**src/rtl/bubble_sort_pkg.sv**
```systemverilog
// Shared types and the compare-swap decision used by the odd-even transposition sorter.
package bubble_sort_pkg;

    // Elements are widened to this width before comparison, so W must stay below it.
    localparam int CMP_W = 64;

    typedef enum logic [1:0] {
        IDLE   = 2'd0,
        SORT   = 2'd1,
        STREAM = 2'd2
    } state_t;

    function automatic logic cmp_swap(
        input logic [CMP_W-1:0] a,
        input logic [CMP_W-1:0] b,
        input logic             descend,
        input logic             signed_mode
    );
        logic a_gt_b;
        logic b_gt_a;
        a_gt_b = signed_mode ? ($signed(a) > $signed(b)) : (a > b);
        b_gt_a = signed_mode ? ($signed(b) > $signed(a)) : (b > a);
        return descend ? b_gt_a : a_gt_b;
    endfunction

endpackage

```
**src/rtl/bubble_sort_stream_oe_phase.sv**
```systemverilog
// One odd-even transposition phase: compare-swaps every pair (j, j+1) whose j parity matches i_odd.
module oe_phase
    import bubble_sort_pkg::*;
#(
    parameter int N       = 8,
    parameter int W       = 8,
    parameter int DESCEND = 0,
    parameter int SIGNED  = 0
) (
    input  logic [N*W-1:0] i_arr,
    input  logic           i_odd,
    output logic [N*W-1:0] o_arr,
    output logic           o_any_swap
);

    logic [N-2:0] w_swap;

    genvar gi;
    generate
        for (gi = 0; gi < N - 1; gi++) begin : g_pair
            localparam logic PAR = 1'(gi % 2);
            logic [W-1:0]     w_lo;
            logic [W-1:0]     w_hi;
            logic [CMP_W-1:0] w_lo_x;
            logic [CMP_W-1:0] w_hi_x;

            assign w_lo = i_arr[gi*W +: W];
            assign w_hi = i_arr[(gi+1)*W +: W];

            if (SIGNED != 0) begin : g_sext
                assign w_lo_x = {{(CMP_W-W){w_lo[W-1]}}, w_lo};
                assign w_hi_x = {{(CMP_W-W){w_hi[W-1]}}, w_hi};
            end else begin : g_zext
                assign w_lo_x = {{(CMP_W-W){1'b0}}, w_lo};
                assign w_hi_x = {{(CMP_W-W){1'b0}}, w_hi};
            end

            assign w_swap[gi] = (i_odd == PAR) &&
                                cmp_swap(w_lo_x, w_hi_x, DESCEND != 0, SIGNED != 0);
        end

        // Pairs of one parity never overlap, so each element sees at most one active swap.
        for (gi = 0; gi < N; gi++) begin : g_elem
            if (gi == 0) begin : g_first
                assign o_arr[0 +: W] = w_swap[0] ? i_arr[W +: W] : i_arr[0 +: W];
            end else if (gi == N - 1) begin : g_last
                assign o_arr[gi*W +: W] = w_swap[gi-1] ? i_arr[(gi-1)*W +: W]
                                                       : i_arr[gi*W +: W];
            end else begin : g_mid
                assign o_arr[gi*W +: W] = w_swap[gi]   ? i_arr[(gi+1)*W +: W] :
                                          w_swap[gi-1] ? i_arr[(gi-1)*W +: W] :
                                                         i_arr[gi*W +: W];
            end
        end
    endgenerate

    assign o_any_swap = |w_swap;

endmodule

```
**src/rtl/bubble_sort_stream.sv**
```systemverilog
// Loads a packed vector, sorts it one transposition phase per cycle, then streams it out.
module bubble_sort_stream
    import bubble_sort_pkg::*;
#(
    parameter int N          = 8,
    parameter int W          = 8,
    parameter int DESCEND    = 0,
    parameter int SIGNED     = 0,
    parameter int EARLY_EXIT = 1
) (
    input  logic           clk,
    input  logic           rst_n,
    input  logic [N*W-1:0] data,
    input  logic           en,
    input  logic           out_ready,
    output logic [W-1:0]   data_o,
    output logic [N*W-1:0] data_sort_o,
    output logic           wr_en,
    output logic           last,
    output logic           busy
);

    localparam int PW = $clog2(N + 1);
    localparam int IW = $clog2(N);
    localparam logic [PW-1:0] LAST_PHASE = PW'(N - 1);
    localparam logic [IW-1:0] LAST_IDX   = IW'(N - 1);

    state_t         r_state;
    logic [N*W-1:0] r_arr;
    logic [PW-1:0]  r_phase;
    logic [IW-1:0]  r_idx;
    logic           r_prev_noswap;
    logic [W-1:0]   r_data_o;
    logic [N*W-1:0] r_data_sort;
    logic           r_wr_en;
    logic           r_last;
    logic           r_busy;

    logic [N*W-1:0] w_arr_next;
    logic           w_any_swap;
    logic           w_sort_done;
    logic [IW-1:0]  w_idx_next;

    oe_phase #(
        .N       (N),
        .W       (W),
        .DESCEND (DESCEND),
        .SIGNED  (SIGNED)
    ) u_phase (
        .i_arr      (r_arr),
        .i_odd      (r_phase[0]),
        .o_arr      (w_arr_next),
        .o_any_swap (w_any_swap)
    );

    // Two quiet phases in a row cover both parities, so the array is already ordered.
    assign w_sort_done = (r_phase == LAST_PHASE) ||
                         ((EARLY_EXIT != 0) && (r_phase != '0) && r_prev_noswap && !w_any_swap);
    assign w_idx_next  = r_idx + IW'(1);

    always_ff @(posedge clk or negedge rst_n) begin
        if (!rst_n) begin
            r_state       <= IDLE;
            r_arr         <= '0;
            r_phase       <= '0;
            r_idx         <= '0;
            r_prev_noswap <= 1'b0;
            r_data_o      <= '0;
            r_data_sort   <= '0;
            r_wr_en       <= 1'b0;
            r_last        <= 1'b0;
            r_busy        <= 1'b0;
        end else begin
            case (r_state)
                IDLE: begin
                    if (en) begin
                        r_arr         <= data;
                        r_phase       <= '0;
                        r_prev_noswap <= 1'b0;
                        r_busy        <= 1'b1;
                        r_state       <= SORT;
                    end
                end
                SORT: begin
                    r_arr         <= w_arr_next;
                    r_prev_noswap <= !w_any_swap;
                    if (w_sort_done) begin
                        r_data_sort <= w_arr_next;
                        r_data_o    <= w_arr_next[0 +: W];
                        r_idx       <= '0;
                        r_wr_en     <= 1'b1;
                        r_last      <= 1'b0;
                        r_state     <= STREAM;
                    end else begin
                        r_phase <= r_phase + PW'(1);
                    end
                end
                STREAM: begin
                    if (out_ready) begin
                        if (r_last) begin
                            r_wr_en <= 1'b0;
                            r_last  <= 1'b0;
                            r_busy  <= 1'b0;
                            r_state <= IDLE;
                        end else begin
                            r_idx    <= w_idx_next;
                            r_data_o <= r_data_sort[w_idx_next*W +: W];
                            r_last   <= (w_idx_next == LAST_IDX);
                        end
                    end
                end
                default: r_state <= IDLE;
            endcase
        end
    end

    assign data_o      = r_data_o;
    assign data_sort_o = r_data_sort;
    assign wr_en       = r_wr_en;
    assign last        = r_last;
    assign busy        = r_busy;

endmodule
```
**config.mk**
```make
export PLATFORM = sky130hd
export DESIGN_NAME = bubble_sort_stream
export DESIGN_NICKNAME = d
export VERILOG_FILES = /design/src/rtl/bubble_sort_pkg.sv /design/src/rtl/bubble_sort_stream_oe_phase.sv /design/src/rtl/bubble_sort_stream.sv
export SDC_FILE = /design/constraint.sdc
export NUM_CORES = 1
export LEC_CHECK = 0
export CAP_MARGIN = 15
export CORE_MARGIN = 5
export CORE_UTILIZATION = 50
export DETAILED_ROUTE_END_ITERATION = 10
export GPL_ROUTABILITY_DRIVEN = 0
export MAX_ROUTING_LAYER = met4
export PLACE_DENSITY = 0.75
export SETUP_SLACK_MARGIN = 0.4
export SYNTH_ARGS = -nofsm -noshare
export SYNTH_HDL_FRONTEND = slang
export SYNTH_SLANG_ARGS = --single-unit
```
**constraint.sdc**
```tcl
create_clock -name clk -period 4.2 [get_ports clk]
set_clock_uncertainty 0.05 [all_clocks]
set_input_delay 0.84 -clock clk [delete_from_list [all_inputs] [get_ports clk]]
set_output_delay 0.84 -clock clk [all_outputs]
set_load 0.02 [all_outputs]
```
==> reports/results.txt, run 1 <==
Vias in the first global route: 8282
DRC errors left: 0
Crit path max-delay cell type: o21ba_4
DRT antenna net count: 0
Initial DRC Count: 987
Fin crit period: 3.11 ns
Core area: 18600 um2
DIE AREA: 21700 um2
Register-to-register setup slack: 1.09 ns
RSZ-0062 raised after global routing: false
Sequential fraction of the synthesis area: 39.5%
Critical-path cell list: inv_1 -> ha_1 -> nand3b_1 -> a211oi_2 -> o221ai_2 -> and3_1 -> nand4_1 -> o21ba_4 -> nand2_4 -> mux2_2
Post-synth EDFFs: 0
Max-slew violations: 0
WP data required: 4.46 ns
Pin count of the biggest net entering global routing: 70
Post-synth top area share: 39.5%
DRT Pass-1 Iters: 6
Initial core utilization: 50.6%
Worst Path Max Fanout: 67
Final wirelength: 30300 um
Fin. Hold Viols: 0
Die Wd: 147 um
Clock slew at reported path FFs: 0.07 ns
Synth-to-layout area growth: 22.9%
Finish-stage setup viols: 0
Synth Instances: 1038
Synth warnings: 0
Final nets: 1275
Max Cap Violations: 0
WP data arrival: 3.37 ns
Most numerous cell in the Yosys netlist: dfrtp_1
Max clock buf depth: 2
Buf+Inv Stages, Crit Path: 1
Nature of the critical path startpoint: flip-flop
Top post-synthesis cells by area: dfrtp_1 (39%), ha_1 (8.0%), mux2i_1 (7.1%), o21ai_0 (5.6%), nand2_1 (5.0%)
Diode count: 0
WHS: 0.309 ns
Crit-path max cell delay: 0.68 ns
Crit. path cell count: 10
Commonest cells post-synth: dfrtp_1 (149), nand2_1 (126), o21ai_0 (105), a21oi_1 (68), mux2i_1 (67)
Netlist Area Pre-Place: 9440 um2
Worst r2r src: r_arr[26]
Via count: 8769
Clock Latency Late Sink: 0.43 ns
Reg-to-reg endpoint: data_o[7]
Final Cycle Share: 74.1%
Ports: 143
First-pass GRT wire length: 47200 um
Post-Syn Area per Cell: 9.09 um2
Yosys top cell by area: dfrtp_1
Syn nets: 1166
Max Clk Rate: 321 MHz
Setup_tns: 0 ns
Max-slew headroom at the worst pin: 27.1%
Layout cell share with drive strength beyond 1: 8.28%
Die height: 147 um
Hold Path Class: input port to asynchronous set/reset pin
FFs w/ async S/R, synth: 100%
Clock sink count: 149
Dpl hpwl: 22500 um
Grt ovf: 0
Cell Area, Placed: 11000 um2
Kind of critical path: flip-flop to flip-flop
#FFs+latches synth: 149
Slew @ Worst Pin: 1.09 ns
CTS tree: done
Status: completed
Row cnt: 50
Wirelength per Cell: 21.7 um
Worst setup EP type: flip-flop
Root cell of the clock tree: clkbuf_16
Final Instance Area: 11600 um2
GRT Total Usage: 28.4%
Via density: 6.29
Post-CTS Hold Buffers: 0
Post-cts sizing count: 0
Synth cell types: 45
Setup Buffers After CTS: 0
CP top delay family: compound AO/OA/AOI/OAI gates
CTS H-tree depth: 4
Initial antenna violation count: 0
CTS buffer count: 17
Port-buffer cells: 142
Worst R2R Path Depth: 10
Primary FF master, synth: dfrtp_1
==> worst max path at each step <==
| stage | startpoint | end | slack [ns] |
|---|---|---|---|
| after floorplan | r_idx[0] | data_o[4] | 1.37 |
| after global routing | r_arr[29] | data_sort_o[55] | 0.92 |
| after detailed placement | r_arr[29] | data_o[7] | 1.16 |
| after global placement | r_arr[29] | data_o[5] | 1.24 |
| after CTS | r_arr[29] | data_o[7] | 1.14 |
| final | r_arr[26] | data_o[7] | 1.09 |
==> layout make-up <==
type | instances | area (um2)
Tap cell | 234 | 293
Sequential cell | 149 | 3730
Clock buffer | 17 | 425
Inverter | 63 | 236
Multi-Input combinational cell | 756 | 5160
Timing Repair Buffer | 160 | 1610
Clock inverter | 15 | 144
Fill cell | 1561 | 7040
==> flip-flops by register name, summed over array words and instances, names as in the netlist <==
register,cells
r_idx,3
r_prev_noswap,1
last,1
data_o,8
busy,1
r_state,2
wr_en,1
r_phase,4
data_sort_o,64
r_arr,64
==> metal layers <==
metal  vias up  routed length, um  track usage (%)
met2       483              13400             41.7
met1      4245              13300             40.8
met3        58               2760             4.63
met4         0                746             8.76
li1       3983                  -                -
met5         -                  0                -
==> kinds of logic after synthesis <==
kind of cell	Yosys count	synth area share, %
AO/OA/AOI/OAI	361	23.3
XOR/XNOR	1	0.0928
adder cells (fa/ha/maj)	60	7.95
buffers and inverters	133	6.02
flip-flops	149	39.5
multiplexers	92	12.0
AND/OR/NAND/NOR	242	11.1
==> placed cells by master (no fill, tap or decap), types with 9 or more instances in the layout <==
cell             count
o22ai_1             22
and3_1              10
nand4_1             16
o21ai_0            103
dfrtp_1            148
mux2_2               9
buf_4               14
nor2_1              58
a21oi_1             68
a21o_1              40
clkdlybuf4s50_1    141
mux4_2              16
o221ai_1            48
o21ai_1             57
inv_1               62
clkbuf_16           17
mux2i_1             67
nand2_1            126
ha_1                60
==> stage by stage <==
| step | util (%) | setup WS [ns] | instances |
|---|---|---|---|
| global route | 62.2 | 0.924 | 1394 |
| CTS | 62.2 | 1.14 | 1394 |
| global placement | 59.2 | 1.24 | 1362 |
| floorplan | - | 1.37 | 1038 |
| finish | 62.2 | 1.09 | 1394 |
| detailed placement | 59.2 | 1.16 | 1362 |
Power of run 1 is left out: the tool's default activity adds up to more than one toggle a clock period on the data nets, which glitch-free logic cannot reach.
==> run 2: changes to the inputs <==
==> constraint.sdc (replaced) <==
create_clock -name clk -period 3.1 [get_ports clk]
set_clock_uncertainty 0.05 [all_clocks]
set_input_delay 0.62 -clock clk [delete_from_list [all_inputs] [get_ports clk]]
set_output_delay 0.62 -clock clk [all_outputs]
set_load 0.02 [all_outputs]
==> reports/results.txt, run 2 (synthesis gave the netlist of run 1 again) <==
Initial antenna violation count: 0
Critical-path cell list: inv_1 -> ha_1 -> nor2b_1 -> o211ai_1 -> a21oi_1 -> o21ai_2 -> nand4_1 -> o21ba_4 -> nand2_8 -> mux2_2
Synth-to-layout area growth: 25.7%
Max clock buf depth: 2
Cell Area, Placed: 11100 um2
Root cell of the clock tree: clkbuf_16
Wirelength per Cell: 21.5 um
RSZ-0062 raised after global routing: true
Hold Path Class: input port to asynchronous set/reset pin
CTS tree: done
CTS H-tree depth: 4
Dpl hpwl: 22300 um
WP data required: 3.37 ns
Max-slew headroom at the worst pin: 50.2%
CTS buffer count: 17
Clock slew at reported path FFs: 0.07 ns
WP data arrival: 2.89 ns
Most frequent cells in the layout: clkdlybuf4s50_1 (141), dfrtp_1 (139), nand2_1 (126), o21ai_0 (102), a21oi_1 (68)
Final Instance Area: 11900 um2
Post-CTS Hold Buffers: 0
Crit-path max cell delay: 0.45 ns
Worst Path Max Fanout: 9
Nature of the critical path startpoint: flip-flop
Met3 Wirelength: 2840 um
Fin crit period: 2.62 ns
M1 wire length: 13300 um
Grt ovf: 0
Area of the multi-input gates: 5240 um2
Final Cycle Share: 84.6%
Buf+Inv Stages, Crit Path: 1
DRC errors left: 0
Die Wd: 147 um
Core area: 18600 um2
Max-slew violations: 0
Fin. Hold Viols: 0
Die height: 147 um
Setup_tns: 0 ns
Pin count of the biggest net entering global routing: 112
Via density: 6.20
Met2 WL: 13000 um
Kind of critical path: flip-flop to flip-flop
Port-buffer cells: 142
Clock sink count: 149
Most common cell after layout, fill and taps aside: clkdlybuf4s50_1
Status: completed
Finish-stage setup viols: 0
Via count: 8762
Slew @ Worst Pin: 0.747 ns
Clock Latency Late Sink: 0.43 ns
Max Clk Rate: 381 MHz
Ports: 143
Initial core utilization: 50.6%
Top Metal Used: met4
DIE AREA: 21700 um2
Vias in the first global route: 8337
FF+latch area: 3740 um2
Final nets: 1294
Layout cell share with drive strength beyond 1: 11.5%
Max Cap Violations: 0
CP top delay family: compound AO/OA/AOI/OAI gates
Worst setup EP type: flip-flop
First-pass GRT wire length: 47400 um
Crit path max-delay cell type: dfrtp_2
GRT Total Usage: 28.4%
Final wirelength: 30400 um
Row cnt: 50
Initial DRC Count: 1004
Diode count: 0
Filler cells: 1541
DRT Pass-1 Iters: 5
DRT antenna net count: 0
[run 2: worst paths after layout]
check,startpoint,to,slack (ns),cells after the start
worst min-delay path,rst_n,data_sort_o[30],0.06,1
worst max register to register,r_arr[9],data_o[4],0.48,10
worst max-delay path,r_arr[9],data_o[4],0.48,10
min in group clk,r_prev_noswap,r_prev_noswap,0.44,2
max in group asynchronous,rst_n,data_sort_o[48],2.25,2
worst min register to register,r_prev_noswap,r_prev_noswap,0.44,2
[run 2: metrics by stage]
stage	util [%]	setup slack (ns)	hold slack (ns)	cells
4_1_cts	62.8	0.401	0.0736	1411
3_5_place_dp	59.7	0.286	0.419	1375
3_3_place_gp	59.7	0.361	0.432	1375
2_1_floorplan	-	0.469	0.274	1038
5_1_grt	63.6	0.385	0.0920	1413
6_report	63.6	0.477	0.0593	1413
[run 2: final cells by class]
type,instances,share of cell area (%)
repair buffers,178,15.2
inverters,63,1.99
clock buffers,17,3.59
flip-flops and latches,149,31.5
well taps,234,2.47
clock inverters,15,1.02
multi-input cells,757,44.2
[run 2: repair_timing]
item / CTS / global route
endpoints found under the setup margin: 31 / 98
setup buffers: 3 / 1
gates resized for setup: 1 / 34
cloned: 1 / 1
pin swaps: 2 / 1
[run 2: metal layers]
layer | vias to the layer above | track usage, %
li1 | 4016 | -
met1 | 4166 | 40.9
met2 | 498 | 39.3
met3 | 82 | 5.55
met4 | 0 | 11.5
met5 | - | -
Power of run 2 is left out for the same reason.
